===== src/rtl/tlc_request_unit.sv =====
// tlc_request_unit: synchronises/debounces the pedestrian button and vehicle loops,
// latches pedestrian requests until the light FSM answers with walk, and times the wait.
module tlc_request_unit #(
    parameter int DEBOUNCE_CYC = 4,
    parameter int WAIT_W       = 5,
    parameter int MAX_WAIT     = 15
) (
    input  logic              clk,
    input  logic              rst,
    input  logic              ped_btn_raw,
    input  logic              ns_sensor_raw,
    input  logic              ew_sensor_raw,
    input  logic              walk,
    output logic              NS,
    output logic              EW,
    output logic              Pedestrian,
    output logic [WAIT_W-1:0] ped_wait_cnt,
    output logic              ped_overdue
);
    localparam int CW = $clog2(DEBOUNCE_CYC + 1);

    typedef enum logic [1:0] {IDLE, PENDING, SERVING} state_t;

    state_t        state;
    logic          again;
    logic [2:0]    raw, s1, s2, stable, accept;
    logic [CW-1:0] cnt [3];
    logic          press;

    assign raw = {ped_btn_raw, ew_sensor_raw, ns_sensor_raw};

    always_comb
        for (int i = 0; i < 3; i++)
            accept[i] = (s2[i] != stable[i]) && (cnt[i] == CW'(DEBOUNCE_CYC - 1));

    // A press is the debounced button being accepted high on this edge, so the
    // request registers on the same edge the button becomes stable.
    assign press = accept[2] & s2[2];

    always_ff @(posedge clk or posedge rst)
        if (rst) begin
            s1     <= '0;
            s2     <= '0;
            stable <= '0;
            for (int i = 0; i < 3; i++) cnt[i] <= '0;
        end else begin
            s1 <= raw;
            s2 <= s1;
            for (int i = 0; i < 3; i++) begin
                if (s2[i] == stable[i]) cnt[i] <= '0;
                else if (accept[i]) begin
                    stable[i] <= s2[i];
                    cnt[i]    <= '0;
                end else cnt[i] <= cnt[i] + CW'(1);
            end
        end

    assign NS = stable[0];
    assign EW = stable[1];

    always_ff @(posedge clk or posedge rst)
        if (rst) begin
            state        <= IDLE;
            Pedestrian   <= 1'b0;
            ped_wait_cnt <= '0;
            again        <= 1'b0;
        end else begin
            case (state)
                IDLE:
                    if (press && !walk) begin
                        state      <= PENDING;
                        Pedestrian <= 1'b1;
                    end
                PENDING:
                    if (walk) begin
                        state      <= SERVING;
                        Pedestrian <= 1'b0;
                    end else if (ped_wait_cnt != {WAIT_W{1'b1}})
                        ped_wait_cnt <= ped_wait_cnt + WAIT_W'(1);
                SERVING:
                    if (!walk) begin
                        again <= 1'b0;
                        ped_wait_cnt <= '0;
                        if (again || press) begin
                            state      <= PENDING;
                            Pedestrian <= 1'b1;
                        end else state <= IDLE;
                    end else if (press) again <= 1'b1;
                default: begin
                    state      <= IDLE;
                    Pedestrian <= 1'b0;
                    again      <= 1'b0;
                end
            endcase
        end

    assign ped_overdue = (state == PENDING) && (ped_wait_cnt >= WAIT_W'(MAX_WAIT));
endmodule


===== config.mk =====
export PLATFORM = sky130hd
export DESIGN_NAME = tlc_request_unit
export DESIGN_NICKNAME = d
export VERILOG_FILES = /design/src/rtl/tlc_request_unit.sv
export SDC_FILE = /design/constraint.sdc
export NUM_CORES = 1
export LEC_CHECK = 0
export ABC_AREA = 1
export ABC_CLOCK_PERIOD_IN_PS = 1700
export CORE_AREA = 2 2 61 86
export DETAILED_ROUTE_END_ITERATION = 10
export DIE_AREA = 0 0 63 88
export SYNTH_ARGS = -nofsm -noshare
export SYNTH_HDL_FRONTEND = slang
export SYNTH_SLANG_ARGS = --single-unit

===== constraint.sdc =====
create_clock -name clk -period 1.7 [get_ports clk]
set_input_delay 0.34 -clock clk [delete_from_list [all_inputs] [get_ports clk]]
set_output_delay 0.34 -clock clk [all_outputs]
set_load 0.02 [all_outputs]

**Word-level counts from Yosys, hierarchy flattened**

Index checks and enable logic that the tools add are counted.
Widths: inputs -> output; s select.

- Word-level logic and storage cells: 81
- Output and inout port bits: 9
- Input port bits: 6
- Memory bits (read-only): 0
- Memories: 0
- Latch bits: 0
- RAM bits: 0
- Flip-flop bits (word level): 27

- Shifts and indexed selects: 0
- Div/mod/pow operators: 0
- Order comparisons: 1
- Muxes and demuxes: 23
- Multiply operators: 0
- Bitwise operators: 5
- Add/subtract/negate cells: 4
- Equality and inequality tests: 19
- Reduce and logical (&&, ||, !) cells: 17

Operators by type and width:

| operator | number |
|---|---|
| $mux 3 | 6 |
| $mux 5 | 3 |
| $ne 2x2->1 const B | 6 |
| $pmux 5 s2 | 1 |
| $add 3x1->3 const B | 3 |
| $eq 3x2->1 const B | 3 |
| $reduce_and 2->1 | 4 |
| $reduce_and 4->1 | 2 |
| $mux 1 | 7 |
| $mux 2 | 3 |
| $pmux 2 s3 | 1 |
| $add 5x1->5 const B | 1 |
| $ge 5x4->1 const B | 1 |
| $logic_and 1x1->1 | 5 |
| $ne 5x5->1 const B | 1 |
| $not 1->1 | 4 |
| $eq 1x1->1 | 3 |
| $ne 1x1->1 | 3 |
| $ne 3x3->1 const B | 1 |
| $pmux 1 s3 | 1 |
| $reduce_and 3->1 | 1 |
| $eq 2x1->1 const B | 1 |
| $eq 2x2->1 const B | 1 |
| $logic_not 2->1 | 1 |
| 6 further kinds | 6 |

**Depth between registers and ports, before layout**

Gate-level depths: netlist (run 1).

- Depth in word-level cells: 7
- Depth in mapped cells: 9
- Depth with buffers taken out: 9

**Worst setup path before layout (run 1)**

No wires, ideal clock.

- Kind: register -> output
- From: register ped_wait_cnt[0]
- To: output port ped_overdue
- Data arrival time: 1.448 ns
- Buffers on the path: 0
- Slack: -0.088 ns
- Stages on the path, launching flop included: 7
- Data required time: 1.360 ns
- Path through: dfrtp_1 > ha_1 > inv_1 > nor2_1 > ha_1 > nor2_1 > a21oi_1

- Cells in the longest elaborated chain, start to end: 2

RTL lines:

| what | line | RTL |
|---|---|---|
| from (decl) | 17 | `output logic [WAIT_W-1:0] ped_wait_cnt,` |
| from (signal assigned) | 79 | `ped_wait_cnt <= ped_wait_cnt + WAIT_W'(1);` |
| $ge 5x4->1 | 97 | `assign ped_overdue = (state == PENDING) && (ped_wait_cnt >= WAIT_W'(MAX_WAIT));` |
| $logic_and 1x1->1 | 97 |  |
| to (decl) | 18 | `output logic ped_overdue` |

No other way between the ends.

**Worst setup path in the final report (run 1)**

- From: register ped_wait_cnt[1]
- To: output port ped_overdue

Same word-level chain as after synthesis.

==> results of run 1 <==
## placed cells by master, fill, tap and decap left out, drive strengths merged
master	Yosys	final
a21oi	2	2
buf	0	10
clkbuf	0	4
clkdlybuf4s50	0	8
dfrtp	27	27
dlygate4sd2	0	3
dlymetal6s2s	0	2
ha	6	6
inv	17	17
mux2	2	2
nand2	25	25
nand3	6	6
nand4	3	3
nor2	15	15
nor3	3	3
nor3b	3	3
o21ai	6	6
o22ai	1	1
xnor2	2	2
## worst max-delay path: cells and delay by family, from the launching register on
kind	cells	cell delay (ns)
fa+ha+maj	2	0.36
compound gates	1	0.05
flops	1	0.39
simple gates	2	0.11
buf+inv	2	0.23
## what timing repair did
item	CTS	global route
buffers inserted	1	0
resized for setup	16	3
pin swaps	4	0
endpoints found under the setup margin	4	4
## per-layer routing
metal | up-vias | track usage [%]
met2 | 11 | 13.73
met5 | - | 0
met4 | 0 | 4.848
met3 | 5 | 2.057
li1 | 427 | -
met1 | 411 | 8.703
## synthesized netlist by cell type, types with 3 or more instances
cell,count,area share (%)
dfrtp_1,27,59
ha_1,6,6.5
inv_1,14,4.6
inv_2,3,0.98
nand2_1,23,7.5
nand3_1,6,2.6
nor2_1,13,4.2
nor3_1,3,1.3
nor3b_1,3,2.0
o21ai_0,4,1.7
## cells by family (layout without fill, tap and decap cells)
logic type,after synthesis,count (layout),synth area share [%]
AO/OA/AOI/OAI,9,9,4.014
XOR/XNOR,2,2,1.519
adder cells (fa/ha/maj),6,6,6.507
buffers and inverters,17,44,5.531
flip-flops,27,27,58.57
multiplexers,2,2,1.952
AND/OR/NAND/NOR,55,55,21.91
## power by group through the flow
stage	sequential (mW)	combinational, mW	clock [mW]
global placement	0.918	0.898	0
finish	0.910	0.920	0.351
detailed placement	0.924	0.912	0
global route	0.931	1.04	0.398
floorplan	1.04	0.424	0
CTS	0.913	0.928	0.374
## final cells by class
cell class                 count  area (um^2)
sequential                    27        675.6
fill                         512         3239
clock buffer                   4        45.04
tap                           64        80.08
inverter                      17        63.81
timing repair buffer          23        206.4
multi-input combinational     74        456.7
## flip-flops by register name, summed over array words and instances (netlist names)
register and count:
s1 3, again 1, stable 3, state 2
Pedestrian 1, s2 3, ped_wait_cnt 5, cnt 9
## final timing paths
path / from / to / slack (ns) / depth (start not counted)
setup / recovery: ped_wait_cnt[1]$_DFFE_PP0P_ / ped_overdue / -0.04 / 7
setup reg to reg: ped_wait_cnt[1]$_DFFE_PP0P_ / ped_wait_cnt[2]$_DFFE_PP0P_ / 0.13 / 10
hold / removal: s1[0]$_DFF_PP0_ / s2[0]$_DFF_PP0_ / 0.35 / 0
hold reg to reg: s1[0]$_DFF_PP0_ / s2[0]$_DFF_PP0_ / 0.35 / 0
max in group asynchronous: rst / cnt[3]$_DFF_PP0_ / 1.02 / 3
min in group asynchronous: rst / cnt[4]$_DFF_PP0_ / 0.43 / 3
## per-stage QoR
stage / instance area [um^2] / setup TNS, ns / setup WS, ns / utilization (%)
after floorplan: 1157 / 0 / 0.02194 / -
after global placement: 1438 / -0.2631 / -0.2631 / 30.16
after detailed placement: 1438 / -0.3234 / -0.3234 / 30.16
after CTS: 1514 / -0.06833 / -0.06833 / 31.76
after global routing: 1528 / -0.1199 / -0.1199 / 32.05
final: 1528 / -0.04470 / -0.04470 / 32.05
==> parameters.txt, run 1 <==
Parameter                              Value

Logic synthesis
  Seq cells post-synth ... 27
  Count of flip-flops with a built-in enable after synthesis ... 0
  Number of nets produced by synthesis ... 130
  Per-instance average area after synthesis ... 9.776 um^2
  Sequential-to-total area share from yosys stat ... 58.57%
  Post-synth top flop ... dfrtp_1
  Synth Warn # ... 0
  Netlist area before placement ... 1154 um^2
  Synthesized instance count ... 118
  Synth cell types ... 19
  Proportion of synthesized flip-flops having asynchronous set or reset ... 100.0%

Critical path
  Setup Crit Path Kind ... reg2out
  Series of cell instances along the critical path ... ha_2, inv_2, nor2_4, ha_4, nor2_4, a21oi_2, buf_4
  Endpoint kind of the worst setup timing path ... primary output
  Slowest cell on the critical path ... dfrtp_1
  Maximum fanout encountered on the critical timing path ... 2
  Arrival time at the worst endpoint ... 1.40 ns
  CP dominant cell by count ... nor2_4
  Required arrival time at the worst endpoint ... 1.36 ns
  Maximum cell stage delay along the critical path ... 0.39 ns
  Setup crit start kind ... register

Clock tree
  Root buffer cell ... clkbuf_8
  H-tree levels ... 1
  CTS Buffer Depth ... 2
  Number of clock sinks seen by CTS ... 27
  Clock-pin slew on the worst setup and hold paths ... 0.09 ns
  Total of hold buffers inserted after clock tree synthesis ... 0
  Clock insertion delay at the later pin of the skew report ... 0.27 ns
  TritonCTS clock tree ... built
  Number of clock buffers inserted by TritonCTS ... 3

STA
  Worst Setup Slack, final ... -0.04470 ns
  Minimum period implied by the final worst setup slack ... 1.745 ns
  Count of final hold-check violations ... 0
  Hold WS ... 0.3539 ns
  Clock tree skew after final layout ... 0.003716 ns
  Final setup viols ... 1
  Unrepaired setup endpoints after global routing ... true
  Share of the clock period used by the worst path after layout ... 102.6%
  Total count of max-transition violations in the final report ... 0
  Max Clock Freq ... 573.2 MHz
  Tightest Pin Transition ... 0.3444 ns
  Relative slew slack ... 77.04%

Placed design
  RePlAce Congestion ... 0.7833
  Number of cells after detailed placement ... 204
  Detailed placement HPWL ... 1507 um
  Number of input and output port buffers inserted ... 14

Floorplan
  Total die area ... 5544 um^2
  Boundary Pins ... 15
  Width of the chip ... 63 um
  Initial core utilization ... 24.20%
  Placement row count ... 30
  Height of the die ... 88 um
  Core area ... 4767 um^2

Global routing
  Maximum number of pins on one net before global-route repair ... 28
  GRT overflow ... 0
  Antenna violations before repair ... 0
  Wire length of the first global-routing pass ... 3401 um
  GRT Total Usage ... 7.923%
  Vias in the first global route ... 802

Routing
  DR pass1 iterations ... 4
  Total via count after detailed routing ... 854
  Met3 WL post-DR ... 68 um
  Number of vias per cell ... 4.086
  Post-route ant nets ... 0
  Sum of routed wire segments on met1 ... 876 um
  Top layer in use ... met4
  Total wire length ... 1995 um
  DRC violation count after routing ... 0
  First DRT Iteration DRCs ... 12
  Routed met2 length ... 1001 um
  Average detailed-routed wire length per instance ... 9.545 um

Final layout
  Share of final-layout standard cells stronger than drive strength 1 ... 20.00%
  Post-layout instance count excluding filler cells ... 209
  Final-stage net count ... 158
  P&R area growth vs syn ... 32.43%
  N_diodes ... 0

Job
  Max Cap Viol ... 0

Power
  Maximum vdd ir drop ... 0.6064 mV
  Fraction of power spent switching nets ... 35.84%
  Pwr per Cell Area ... 1427 nW/um^2
  Combinational group share of total power ... 42.2%
  Reg power frac ... 41.7%
  Clock network fraction of total power ... 16.1%
  Post-layout total power ... 2.180 mW
  Power spent charging and discharging nets ... 781.4 uW
  Standby leakage power ... 0.7517 nW
  Internal power component ... 1.399 mW

Run status
  Violations in the final reports ... negative setup slack
  Result of the run ... finished with violations

Worst hold path
  Min-Delay Path Class ... reg2reg
Power figures use the tool's default switching activity.
==> run 2, diff against run 1 <==
--- a/config.mk
+++ b/config.mk
@@ -6,10 +6,10 @@
 export NUM_CORES = 1
 export LEC_CHECK = 0
 export ABC_AREA = 1
-export ABC_CLOCK_PERIOD_IN_PS = 1700
 export CORE_AREA = 2 2 61 86
 export DETAILED_ROUTE_END_ITERATION = 10
 export DIE_AREA = 0 0 63 88
+export GPL_TIMING_DRIVEN = 0
 export SYNTH_ARGS = -nofsm -noshare
 export SYNTH_HDL_FRONTEND = slang
 export SYNTH_SLANG_ARGS = --single-unit
==> parameters.txt, run 2 (synthesis results as in run 1) <==
Parameter                              Value

STA
  Count of final hold-check violations ... 0
  Worst Setup Slack, final ... -0.05597 ns
  Unrepaired setup endpoints after global routing ... true
  Share of the clock period used by the worst path after layout ... 103.3%
  Minimum period implied by the final worst setup slack ... 1.756 ns
  Tightest Pin Transition ... 1.029 ns
  Final setup viols ... 1
  Relative slew slack ... 31.32%
  Max Clock Freq ... 569.5 MHz
  Total count of max-transition violations in the final report ... 0
  Clock tree skew after final layout ... 0.007424 ns

Final layout
  P&R area growth vs syn ... 27.55%
  Final-stage net count ... 151
  Area of all sequential standard cells ... 678.2 um^2
  N_diodes ... 0
  Share of final-layout standard cells stronger than drive strength 1 ... 17.39%
  Commonest non-fill, non-tap cell in the layout ... dfrtp_1
  Area of the multi-input gates ... 452.9 um^2
  Final core area utilization ... 30.87%
  Commonest non-fill, non-tap cells in the layout ... dfrtp_1 (25), nand2_1 (23), inv_1 (13), nor2_1 (11), clkdlybuf4s50_1 (10)
  Leading registers by flop count ... cnt (9), ped_wait_cnt (5)
  Number of flip-flops in the largest register ... 9
  Layout fillers ... 521
  Top reg by flops ... cnt

Worst hold path
  Cell count of the worst hold path ... 0
  Min-Delay Path Class ... reg2reg
  Start point of the worst hold path ... s1[1]$_DFF_PP0_
  Worst Hold End ... s2[1]$_DFF_PP0_

Global routing
  Maximum number of pins on one net before global-route repair ... 28
  GRT Total Usage ... 8.677%
  Wire length of the first global-routing pass ... 3760 um
  Antenna violations before repair ... 0
  GRT overflow ... 0
  Vias in the first global route ... 852

Routing
  Average detailed-routed wire length per instance ... 9.970 um
  Total via count after detailed routing ... 796
  First DRT Iteration DRCs ... 16
  Number of vias per cell ... 3.941
  DRC violation count after routing ... 0
  Post-route ant nets ... 0
  Total wire length ... 2014 um
  DR pass1 iterations ... 4

Clock tree
  TritonCTS clock tree ... built
  Root buffer cell ... clkbuf_8
  Clock insertion delay at the later pin of the skew report ... 0.26 ns
  Clock-pin slew on the worst setup and hold paths ... 0.09 ns
  Total of hold buffers inserted after clock tree synthesis ... 0
  H-tree levels ... 1
  Number of clock buffers inserted by TritonCTS ... 3
  Number of clock sinks seen by CTS ... 27
  CTS Buffer Depth ... 2

Critical path
  Setup Crit Path Kind ... reg2out
  R2R Path Start ... ped_wait_cnt[0]$_DFFE_PP0P_
  Worst r2r path cells ... 9
  Setup crit start kind ... register
  Worst R2R End ... ped_wait_cnt[3]$_DFFE_PP0P_
  Required arrival time at the worst endpoint ... 1.36 ns
  Maximum fanout encountered on the critical timing path ... 2
  Endpoint kind of the worst setup timing path ... primary output
  Arrival time at the worst endpoint ... 1.42 ns
  Crit path launch ... ped_wait_cnt[0]$_DFFE_PP0P_
  Reg2reg setup slack ... 0.19 ns

Floorplan
  Height of the die ... 88 um
  Placement row count ... 30
  Total die area ... 5544 um^2
  Core area ... 4767 um^2
  Boundary Pins ... 15
  Initial core utilization ... 24.20%
  Width of the chip ... 63 um

Placed design
  Number of input and output port buffers inserted ... 14
  Detailed placement HPWL ... 1463 um
  RePlAce Congestion ... 0.7176
  Worst slack after detailed placement ... -0.4480 ns

Run status
  Result of the run ... finished with violations
  Violations in the final reports ... negative setup slack

Power
  Maximum vdd ir drop ... 0.4641 mV
  Pwr per Cell Area ... 1448 nW/um^2
  Standby leakage power ... 0.6851 nW

Job
  Max Cap Viol ... 0
-- run 2: changes by cell type in the layout (fill, tap and decap cells not counted), sizes merged --
cell | before | now
clkdlybuf4s50 | 8 | 10
buf | 10 | 3
dlymetal6s2s | 2 | 0
-- run 2: metrics by stage --
| stage | cell area, um^2 | std cells | hold slack [ns] | setup TNS (ns) | total power, mW |
|---|---|---|---|---|---|
| floorplan | 1157 | 118 | 0.3312 | 0 | 1.466 |
| global placement | 1378 | 196 | 0.3332 | -0.4557 | 1.731 |
| detailed placement | 1378 | 196 | 0.3381 | -0.4480 | 1.750 |
| CTS | 1458 | 202 | 0.3587 | -0.09418 | 2.161 |
| global route | 1471 | 202 | 0.3617 | -0.1461 | 2.347 |
| finish | 1471 | 202 | 0.3554 | -0.05597 | 2.131 |
-- run 2: how the worst max path moves through the flow --
stage / to / cells after the start
global placement: ped_overdue / 7
CTS: ped_overdue / 7
floorplan: ped_overdue / 6
detailed placement: ped_overdue / 7
finish: ped_overdue / 7
global route: ped_overdue / 7
-- run 2: area by class of cell --
type,count,share of cell area (%)
sequential,27,46.09
timing repair buffer,16,10.12
inverter,17,4.507
tap,64,5.442
multi-input combinational,74,30.78
clock buffer,4,3.061
-- run 2: layer usage --
layer / GRT usage [%] / routed length, um
met5: 0 / 0
met2: 13.93 / 978
met4: 5.051 / 34
met3: 2.699 / 87
met1: 10.27 / 913
-- run 2: repair_timing --
| item | in CTS | in global routing |
|---|---|---|
| endpoints found under the setup margin | 3 | 1 |
| gates resized for setup | 16 | 3 |
| pin swaps | 4 | 2 |
| setup buffers | 2 | 0 |
-- run 2: worst max-delay path, cell delays in order (launching register included) --
cell     delay [ns]
dfrtp_2        0.44
ha_4           0.17
inv_4          0.05
nor2_4         0.04
ha_4           0.15
nor2_2         0.08
a21oi_2        0.06
buf_4          0.16
-- run 2: where the power goes --
group          internal (mW)  switching (mW)  total (mW)
Sequential             0.818           0.134       0.951
Combinational          0.372           0.455       0.827
Clock                  0.167           0.185       0.352
